[src/rtl/scope_pkg.sv]
// Shared state encoding, width defaults and pointer arithmetic for the capture controller.
package scope_pkg;

    localparam int unsigned DEF_DATA_W = 8;
    localparam int unsigned DEF_ADDR_W = 9;

    typedef enum logic [2:0] {
        StIdle,
        StPretrig,
        StWaitTrig,
        StPosttrig,
        StDone
    } state_e;

    // (a - b) mod len for a < len and b <= len, without a divider.
    function automatic int unsigned wrap_sub(input int unsigned a, input int unsigned b,
                                             input int unsigned len);
        return (a >= b) ? (a - b) : (a + len - b);
    endfunction

endpackage

[src/rtl/capture_ctrl_if.sv]
// Sample input, trigger setup, frame RAM write port and readout handshake of capture_ctrl.
interface capture_ctrl_if
    import scope_pkg::*;
#(
    parameter int unsigned DATA_W = DEF_DATA_W,
    parameter int unsigned ADDR_W = DEF_ADDR_W
);

    logic              sample_en;
    logic [DATA_W-1:0] adc_db;
    logic [DATA_W-1:0] trig_level;
    logic              trig_slope;
    logic              trig_auto;
    logic              continuous;
    logic              arm;
    logic              frame_ack;
    logic              wr_en;
    logic [ADDR_W-1:0] wr_addr;
    logic [DATA_W-1:0] wr_data;
    logic              frame_ready;
    logic [ADDR_W-1:0] frame_base;
    logic              forced;
    logic              busy;

    modport master (
        output sample_en, adc_db, trig_level, trig_slope, trig_auto, continuous, arm, frame_ack,
        input  wr_en, wr_addr, wr_data, frame_ready, frame_base, forced, busy
    );

    modport slave (
        input  sample_en, adc_db, trig_level, trig_slope, trig_auto, continuous, arm, frame_ack,
        output wr_en, wr_addr, wr_data, frame_ready, frame_base, forced, busy
    );

endinterface

[src/rtl/trig_detect.sv]
// Level/slope trigger comparator; remembers the previous sample on every strobe.
module trig_detect #(
    parameter int unsigned DATA_W = 8
) (
    input  logic              sys_clk,
    input  logic              rst_n,
    input  logic              i_sample_en,
    input  logic [DATA_W-1:0] i_adc_db,
    input  logic [DATA_W-1:0] i_level,
    input  logic              i_slope,
    output logic              o_hit
);

    logic [DATA_W-1:0] r_prev;
    logic              w_rise;
    logic              w_fall;

    always_ff @(posedge sys_clk or negedge rst_n) begin
        if (!rst_n) begin
            r_prev <= '0;
        end else if (i_sample_en) begin
            r_prev <= i_adc_db;
        end
    end

    assign w_rise = (r_prev < i_level) && (i_adc_db >= i_level);
    assign w_fall = (r_prev > i_level) && (i_adc_db <= i_level);
    assign o_hit  = i_sample_en && (i_slope ? w_rise : w_fall);

endmodule

[src/rtl/capture_ctrl.sv]
// Triggered acquisition writer: circular pre-trigger history, one frame per trigger,
// frame handed to the readout through frame_ready/frame_ack.
module capture_ctrl
    import scope_pkg::*;
#(
    parameter int unsigned DATA_W       = DEF_DATA_W,
    parameter int unsigned ADDR_W       = DEF_ADDR_W,
    parameter int unsigned FRAME_LEN    = 200,
    parameter int unsigned PRE_TRIG     = 50,
    parameter int unsigned AUTO_TIMEOUT = 4095
) (
    input logic           sys_clk,
    input logic           rst_n,
    capture_ctrl_if.slave bus
);

    localparam int unsigned POST_LEN = FRAME_LEN - PRE_TRIG;
    localparam int unsigned CNT_W    = $clog2(FRAME_LEN + 1);
    localparam int unsigned TO_W     = $clog2(AUTO_TIMEOUT + 2);

    localparam logic [ADDR_W-1:0] PTR_LAST  = ADDR_W'(FRAME_LEN - 1);
    localparam logic [CNT_W-1:0]  PRE_LAST  = CNT_W'((PRE_TRIG == 0) ? 0 : PRE_TRIG - 1);
    localparam logic [CNT_W-1:0]  POST_LAST = CNT_W'(POST_LEN - 1);
    localparam logic [TO_W-1:0]   TO_LAST   = TO_W'(AUTO_TIMEOUT);

    state_e              r_state, w_state;
    logic [ADDR_W-1:0]   r_ptr, w_ptr;
    logic [ADDR_W-1:0]   r_trig_ptr, w_trig_ptr;
    logic [CNT_W-1:0]    r_cnt, w_cnt;
    logic [TO_W-1:0]     r_to_cnt, w_to_cnt;
    logic                r_wr_en, w_wr_en;
    logic [ADDR_W-1:0]   r_wr_addr, w_wr_addr;
    logic [DATA_W-1:0]   r_wr_data, w_wr_data;
    logic                r_finish, w_finish;
    logic                r_frame_ready, w_frame_ready;
    logic [ADDR_W-1:0]   r_frame_base, w_frame_base;
    logic                r_forced, w_forced;
    logic                r_acked, w_acked;
    logic                w_hit;
    logic                w_write;

    trig_detect #(
        .DATA_W (DATA_W)
    ) u_trig_detect (
        .sys_clk     (sys_clk),
        .rst_n       (rst_n),
        .i_sample_en (bus.sample_en),
        .i_adc_db    (bus.adc_db),
        .i_level     (bus.trig_level),
        .i_slope     (bus.trig_slope),
        .o_hit       (w_hit)
    );

    assign w_write = bus.sample_en &&
                     (r_state inside {StPretrig, StWaitTrig, StPosttrig});

    always_comb begin
        w_state       = r_state;
        w_ptr         = r_ptr;
        w_trig_ptr    = r_trig_ptr;
        w_cnt         = r_cnt;
        w_to_cnt      = r_to_cnt;
        w_wr_en       = 1'b0;
        w_wr_addr     = r_wr_addr;
        w_wr_data     = r_wr_data;
        w_finish      = 1'b0;
        w_frame_ready = r_frame_ready | r_finish;
        w_frame_base  = r_frame_base;
        w_forced      = r_forced;
        w_acked       = 1'b0;

        if (w_write) begin
            w_wr_en   = 1'b1;
            w_wr_addr = r_ptr;
            w_wr_data = bus.adc_db;
            w_ptr     = (r_ptr == PTR_LAST) ? '0 : r_ptr + 1'b1;
        end

        unique case (r_state)
            StIdle: begin
                if (bus.arm || (bus.continuous && r_acked)) begin
                    w_state  = (PRE_TRIG == 0) ? StWaitTrig : StPretrig;
                    w_cnt    = '0;
                    w_to_cnt = '0;
                    w_forced = 1'b0;
                end
            end
            StPretrig: begin
                // Triggers are ignored here, including on the sample that completes the history.
                if (bus.sample_en) begin
                    if (r_cnt == PRE_LAST) begin
                        w_state = StWaitTrig;
                    end else begin
                        w_cnt = r_cnt + 1'b1;
                    end
                end
            end
            StWaitTrig: begin
                if (bus.sample_en) begin
                    if (w_hit || (bus.trig_auto && (r_to_cnt == TO_LAST))) begin
                        w_forced   = !w_hit;
                        w_trig_ptr = r_ptr;
                        w_cnt      = CNT_W'(1);
                        if (POST_LEN == 1) begin
                            w_finish = 1'b1;
                            w_state  = StDone;
                        end else begin
                            w_state = StPosttrig;
                        end
                    end else if (r_to_cnt != TO_LAST) begin
                        w_to_cnt = r_to_cnt + 1'b1;
                    end
                end
            end
            StPosttrig: begin
                if (bus.sample_en) begin
                    if (r_cnt == POST_LAST) begin
                        w_finish = 1'b1;
                        w_state  = StDone;
                    end else begin
                        w_cnt = r_cnt + 1'b1;
                    end
                end
            end
            StDone: begin
                if (bus.frame_ack && r_frame_ready) begin
                    w_frame_ready = 1'b0;
                    w_acked       = 1'b1;
                    w_state       = StIdle;
                end
            end
            default: w_state = StIdle;
        endcase

        if (w_finish) begin
            w_frame_base = ADDR_W'(wrap_sub(32'(w_trig_ptr), PRE_TRIG, FRAME_LEN));
        end
    end

    always_ff @(posedge sys_clk or negedge rst_n) begin
        if (!rst_n) begin
            r_state       <= StIdle;
            r_ptr         <= '0;
            r_trig_ptr    <= '0;
            r_cnt         <= '0;
            r_to_cnt      <= '0;
            r_wr_en       <= 1'b0;
            r_wr_addr     <= '0;
            r_wr_data     <= '0;
            r_finish      <= 1'b0;
            r_frame_ready <= 1'b0;
            r_frame_base  <= '0;
            r_forced      <= 1'b0;
            r_acked       <= 1'b0;
        end else begin
            r_state       <= w_state;
            r_ptr         <= w_ptr;
            r_trig_ptr    <= w_trig_ptr;
            r_cnt         <= w_cnt;
            r_to_cnt      <= w_to_cnt;
            r_wr_en       <= w_wr_en;
            r_wr_addr     <= w_wr_addr;
            r_wr_data     <= w_wr_data;
            r_finish      <= w_finish;
            r_frame_ready <= w_frame_ready;
            r_frame_base  <= w_frame_base;
            r_forced      <= w_forced;
            r_acked       <= w_acked;
        end
    end

    assign bus.wr_en       = r_wr_en;
    assign bus.wr_addr     = r_wr_addr;
    assign bus.wr_data     = r_wr_data;
    assign bus.frame_ready = r_frame_ready;
    assign bus.frame_base  = r_frame_base;
    assign bus.forced      = r_forced;
    assign bus.busy        = r_state inside {StPretrig, StWaitTrig, StPosttrig};

endmodule

[src/flat_wrapper.sv]
// flat-port wrapper written by rule: the top's interface ports become plain ports
module capture_ctrl_flat import scope_pkg::*;
#(
    parameter int unsigned DATA_W       = DEF_DATA_W,
    parameter int unsigned ADDR_W       = DEF_ADDR_W,
    parameter int unsigned FRAME_LEN    = 200,
    parameter int unsigned PRE_TRIG     = 50,
    parameter int unsigned AUTO_TIMEOUT = 4095
)
  (sys_clk, rst_n, bus_sample_en, bus_adc_db, bus_trig_level, bus_trig_slope, bus_trig_auto, bus_continuous, bus_arm, bus_frame_ack, bus_wr_en, bus_wr_addr, bus_wr_data, bus_frame_ready, bus_frame_base, bus_forced, bus_busy);
  capture_ctrl_if #(.DATA_W(DATA_W), .ADDR_W(ADDR_W)) bus_i ();
  input logic sys_clk;
  input logic rst_n;
  input wire logic [$bits(bus_i.sample_en)-1:0] bus_sample_en;
  input wire logic [$bits(bus_i.adc_db)-1:0] bus_adc_db;
  input wire logic [$bits(bus_i.trig_level)-1:0] bus_trig_level;
  input wire logic [$bits(bus_i.trig_slope)-1:0] bus_trig_slope;
  input wire logic [$bits(bus_i.trig_auto)-1:0] bus_trig_auto;
  input wire logic [$bits(bus_i.continuous)-1:0] bus_continuous;
  input wire logic [$bits(bus_i.arm)-1:0] bus_arm;
  input wire logic [$bits(bus_i.frame_ack)-1:0] bus_frame_ack;
  output wire logic [$bits(bus_i.wr_en)-1:0] bus_wr_en;
  output wire logic [$bits(bus_i.wr_addr)-1:0] bus_wr_addr;
  output wire logic [$bits(bus_i.wr_data)-1:0] bus_wr_data;
  output wire logic [$bits(bus_i.frame_ready)-1:0] bus_frame_ready;
  output wire logic [$bits(bus_i.frame_base)-1:0] bus_frame_base;
  output wire logic [$bits(bus_i.forced)-1:0] bus_forced;
  output wire logic [$bits(bus_i.busy)-1:0] bus_busy;
  assign bus_i.sample_en = bus_sample_en;
  assign bus_i.adc_db = bus_adc_db;
  assign bus_i.trig_level = bus_trig_level;
  assign bus_i.trig_slope = bus_trig_slope;
  assign bus_i.trig_auto = bus_trig_auto;
  assign bus_i.continuous = bus_continuous;
  assign bus_i.arm = bus_arm;
  assign bus_i.frame_ack = bus_frame_ack;
  assign bus_wr_en = bus_i.wr_en;
  assign bus_wr_addr = bus_i.wr_addr;
  assign bus_wr_data = bus_i.wr_data;
  assign bus_frame_ready = bus_i.frame_ready;
  assign bus_frame_base = bus_i.frame_base;
  assign bus_forced = bus_i.forced;
  assign bus_busy = bus_i.busy;
  capture_ctrl #(.DATA_W(DATA_W), .ADDR_W(ADDR_W), .FRAME_LEN(FRAME_LEN), .PRE_TRIG(PRE_TRIG), .AUTO_TIMEOUT(AUTO_TIMEOUT)) u_core (.sys_clk(sys_clk), .rst_n(rst_n), .bus(bus_i));
endmodule
[config.mk]
export PLATFORM = sky130hd
export DESIGN_NAME = capture_ctrl_flat
export DESIGN_NICKNAME = d
export VERILOG_FILES = /design/src/rtl/scope_pkg.sv /design/src/rtl/capture_ctrl_if.sv /design/src/rtl/trig_detect.sv /design/src/rtl/capture_ctrl.sv /design/src/flat_wrapper.sv
export SDC_FILE = /design/constraint.sdc
export NUM_CORES = 1
export LEC_CHECK = 0
export BUFFER_PORTS_ARGS = -buffer_cell sky130_fd_sc_hd__buf_2
export CAP_MARGIN = 30
export CORE_ASPECT_RATIO = 0.7
export CORE_UTILIZATION = 52
export CTS_CLUSTER_SIZE = 8
export DETAILED_ROUTE_END_ITERATION = 8
export MAX_ROUTING_LAYER = met4
export PLACE_DENSITY = 0.77
export SYNTH_ARGS = -nofsm -noshare
export SYNTH_HDL_FRONTEND = slang
export SYNTH_SLANG_ARGS = --single-unit
export TNS_END_PERCENT = 50
[constraint.sdc]
create_clock -name sys_clk -period 3.9 [get_ports sys_clk]
set_input_delay 0.195 -clock sys_clk [delete_from_list [all_inputs] [get_ports sys_clk]]
set_output_delay 0.195 -clock sys_clk [all_outputs]
set_load 0.03 [all_outputs]
==> results.cfg <==
[outcome]
status = completed

[clocking]
path_clk_slew_ns = 0.06
cts.sinks = 81
clk_latency_ns = 0.34
cts_tree = done
h-tree-depth = 3
numCtsBuffers = 9
root_buffer = clkbuf_16
max-clock-path-buffers = 2

[logic_synthesis]
ys_types = 57
avgSynthCellArea_um2 = 8.931
yosys_most_used_dff = dfrtp_1
synth-seq-area-share_pct = 45.39
synth_top_area_share_pct = 45.39
synth_top_area_cell = dfrtp_1
yosysMostFrequentCell = nand2_1
synth_edf_count = 0
synth_common_cells = nand2_1, dfrtp_1, nor2_1
yosys-top-cells-area = dfrtp_1, nand2_1, ha_1
syn_nets = 545
async_flop_share_pct = 100.0
ys_warn_count = 0
ys_ff_latch = 81
syn-instance-count = 500
synth_area_um2 = 4466

[power_and_ir_drop]
clockPowerShare_pct = 26.8
combinationalPowerShare_pct = 30.3
switchingPower_w = 0.001014
p_per_area_nw_per_um2 = 548.3
seqPwrFrac_pct = 42.9
switching_share_pct = 36.07
p_int_w = 0.001798
ir_worst_vdd_v = 0.0004440
p_leak_nw = 2.504

[worst_setup_path]
path_class = flip-flop to flip-flop
slowest_stage = dfrtp_1
startpoint_type = flip-flop
cp.buffers_inverters = 0
worst-path-stages = 17
worstPathCellList = ha_1, nor2b_1, o211ai_1, a21o_1, a311oi_2, a21oi_2, and2_2, mux2i_2, ha_2, nand2b_1, a21oi_1, nand3_1, o221ai_2, and2_4, mux2i_1, xor2_1, o21ai_0
max_stage_delay_ns = 0.38
cp_max_fo = 5
critPathCaptureType = flip-flop
worstPathArrival_ns = 3.86
cp.required_ns = 4.10
r2r_cells = 17
cp_top_family = compound AO/OA/AOI/OAI gates

[timing]
hold_ws_ns = 0.07457
worst_pin_slew_ns = 0.6895
tns_ns = 0
setup_violations = 0
drv_slew = 0
period_minus_slack_ns = 3.656
finClkSkew_ns = 0.007040
rsz0062_at_grt = no
max-slew-margin-rel_pct = 53.68
setup_ws_ns = 0.2438
min_period_over_period_pct = 93.75
finalHoldViolCount = 0
clock.fmax_mhz = 273.5

[place]
hpwl_mm = 7.115
port_buffers = 53
place_ws_ns = 0.1504
gp_congestion = 0.8673

[grt]
grt_pass1_vias = 3534
grt_pass1_wl_mm = 16.60
grt_use_total_pct = 24.28
grt_max_degree = 60
antenna_found_initial = 0
overflow = 0

[route]
vias = 3690
postRouteAntennaNets = 0
wirelength_mm = 9.736
first_pass_iters = 4
drtIter0Drc = 179
avgViaCountPerCell = 5.642
wl_per_cell_um = 14.89
drc_errors = 0

[min_path]
whs_path_depth = 3
min_path_type = input pin to flip-flop

[cells_and_area]
synthToLayoutAreaGrowth_pct = 14.85
fin_nets = 595
drive_gt1_share_pct = 18.26
n_antenna_cell = 0

[floorplan]
die_w_um = 112.8
start_util_pct = 55.31
rows = 27
core_area_um2 = 8074
ios = 54
die_y_um = 79.53
die_area_um2 = 8968

[job]
drv_cap = 0
## sequential cells by signal, indices dropped and copies added, names as in the netlist
register and cells:
u_core.bus.forced 1, u_core.bus.frame_base 9, u_core.bus.frame_ready 1, u_core.bus.wr_addr 9
u_core.bus.wr_data 8, u_core.bus.wr_en 1, u_core.r_acked 1, u_core.r_cnt 8
u_core.r_finish 1, u_core.r_ptr 9, u_core.r_state 3, u_core.r_to_cnt 13
u_core.r_trig_ptr 9, u_core.u_trig_detect.r_prev 8
## cells in the final DEF (no fill, tap or decap), types with 4 or more instances in the layout
cell type / n
a211oi_1: 4
nor4_1: 5
nor2b_1: 5
a21oi_1: 19
nand2_1: 110
a21o_1: 6
buf_4: 9
a22o_1: 4
o21ai_0: 26
mux2_2: 8
mux2i_1: 4
clkbuf_16: 9
nor3_1: 20
inv_1: 29
ha_1: 20
nand2b_1: 6
nand4_1: 7
or3_1: 6
buf_2: 52
dfrtp_1: 81
o31ai_1: 4
xnor2_1: 18
nor2_1: 30
nand3_1: 12
## stage by stage
step	cells	total power (W)	util, %	area (µm²)
3_3_place_gp	637	0.002000	59.48	4802
2_1_floorplan	500	0.001805	-	4466
5_1_grt	654	0.003007	63.52	5129
6_report	654	0.002812	63.52	5129
3_5_place_dp	638	0.002047	59.82	4830
4_1_cts	653	0.002814	63.18	5101
## power by group through the flow
stage	Clock (W)	Sequential [W]	Combinational, W
floorplan	0	0.00120	0.000603
global placement	0	0.00120	0.000801
detailed placement	0	0.00121	0.000836
CTS	0.000774	0.00120	0.000842
global route	0.000805	0.00124	0.000965
finish	0.000755	0.00121	0.000851
## final timing paths
path	startpoint	to	slack, ns
max in group asynchronous	rst_n	u_core.r_cnt[4]	3.02
setup / recovery	u_core.u_trig_detect.r_prev[1]	u_core.bus.frame_base[6]	0.24
min in group asynchronous	rst_n	u_core.bus.wr_addr[4]	0.29
setup reg to reg	u_core.u_trig_detect.r_prev[1]	u_core.bus.frame_base[6]	0.24
hold reg to reg	u_core.r_finish	u_core.bus.frame_ready	0.46
hold / removal	bus_adc_db[0]	u_core.u_trig_detect.r_prev[0]	0.07
## routing by layer
| layer | GRT usage [%] | vias up | part of all wire (%) | routed length [µm] |
|---|---|---|---|---|
| li1 | - | 1822 | - | - |
| met1 | 31.39 | 1787 | 48 | 4667 |
| met2 | 38.27 | 68 | 46 | 4510 |
| met3 | 5.087 | 13 | 4.2 | 413 |
| met4 | 8.533 | 0 | 1.5 | 145 |
| met5 | - | - | 0 | 0 |
## worst register-to-register path: cells and delay by family, from the launching register on
family / cells / cell delay [ns]
AOI/OAI and AO/OA: 7 / 1.19
xor gates and xnor gates: 1 / 0.15
adders and majority gates: 2 / 0.57
DFF: 1 / 0.38
muxes: 2 / 0.47
and+or+nand+nor: 5 / 0.77
## final cells by class
cell class | instances | area, µm²
fill | 667 | 2945
inverter | 29 | 108.9
sequential | 81 | 2027
tap | 101 | 126.4
clock inverter | 3 | 18.77
timing repair buffer | 63 | 365.4
clock buffer | 11 | 242.7
multi-input combinational | 366 | 2240
## repair_timing
item / CTS / global route
buffers inserted: 0 / 1
endpoints found under the hold margin: 22 / 0
hold buffers: 1 / 0
setup endpoints to repair: 0 / 3
resized for setup: 0 / 6
## kinds of logic after synthesis
logic type	count (synthesis)	share of synthesized area, %
AOI/OAI and AO/OA	89	12.97
adders and majority gates	21	5.884
buffers and inverters	53	4.903
and+or+nand+nor	221	23.12
muxes	15	3.811
xor gates and xnor gates	20	3.923
DFF	81	45.39
(Power assumes the default switching activity.)
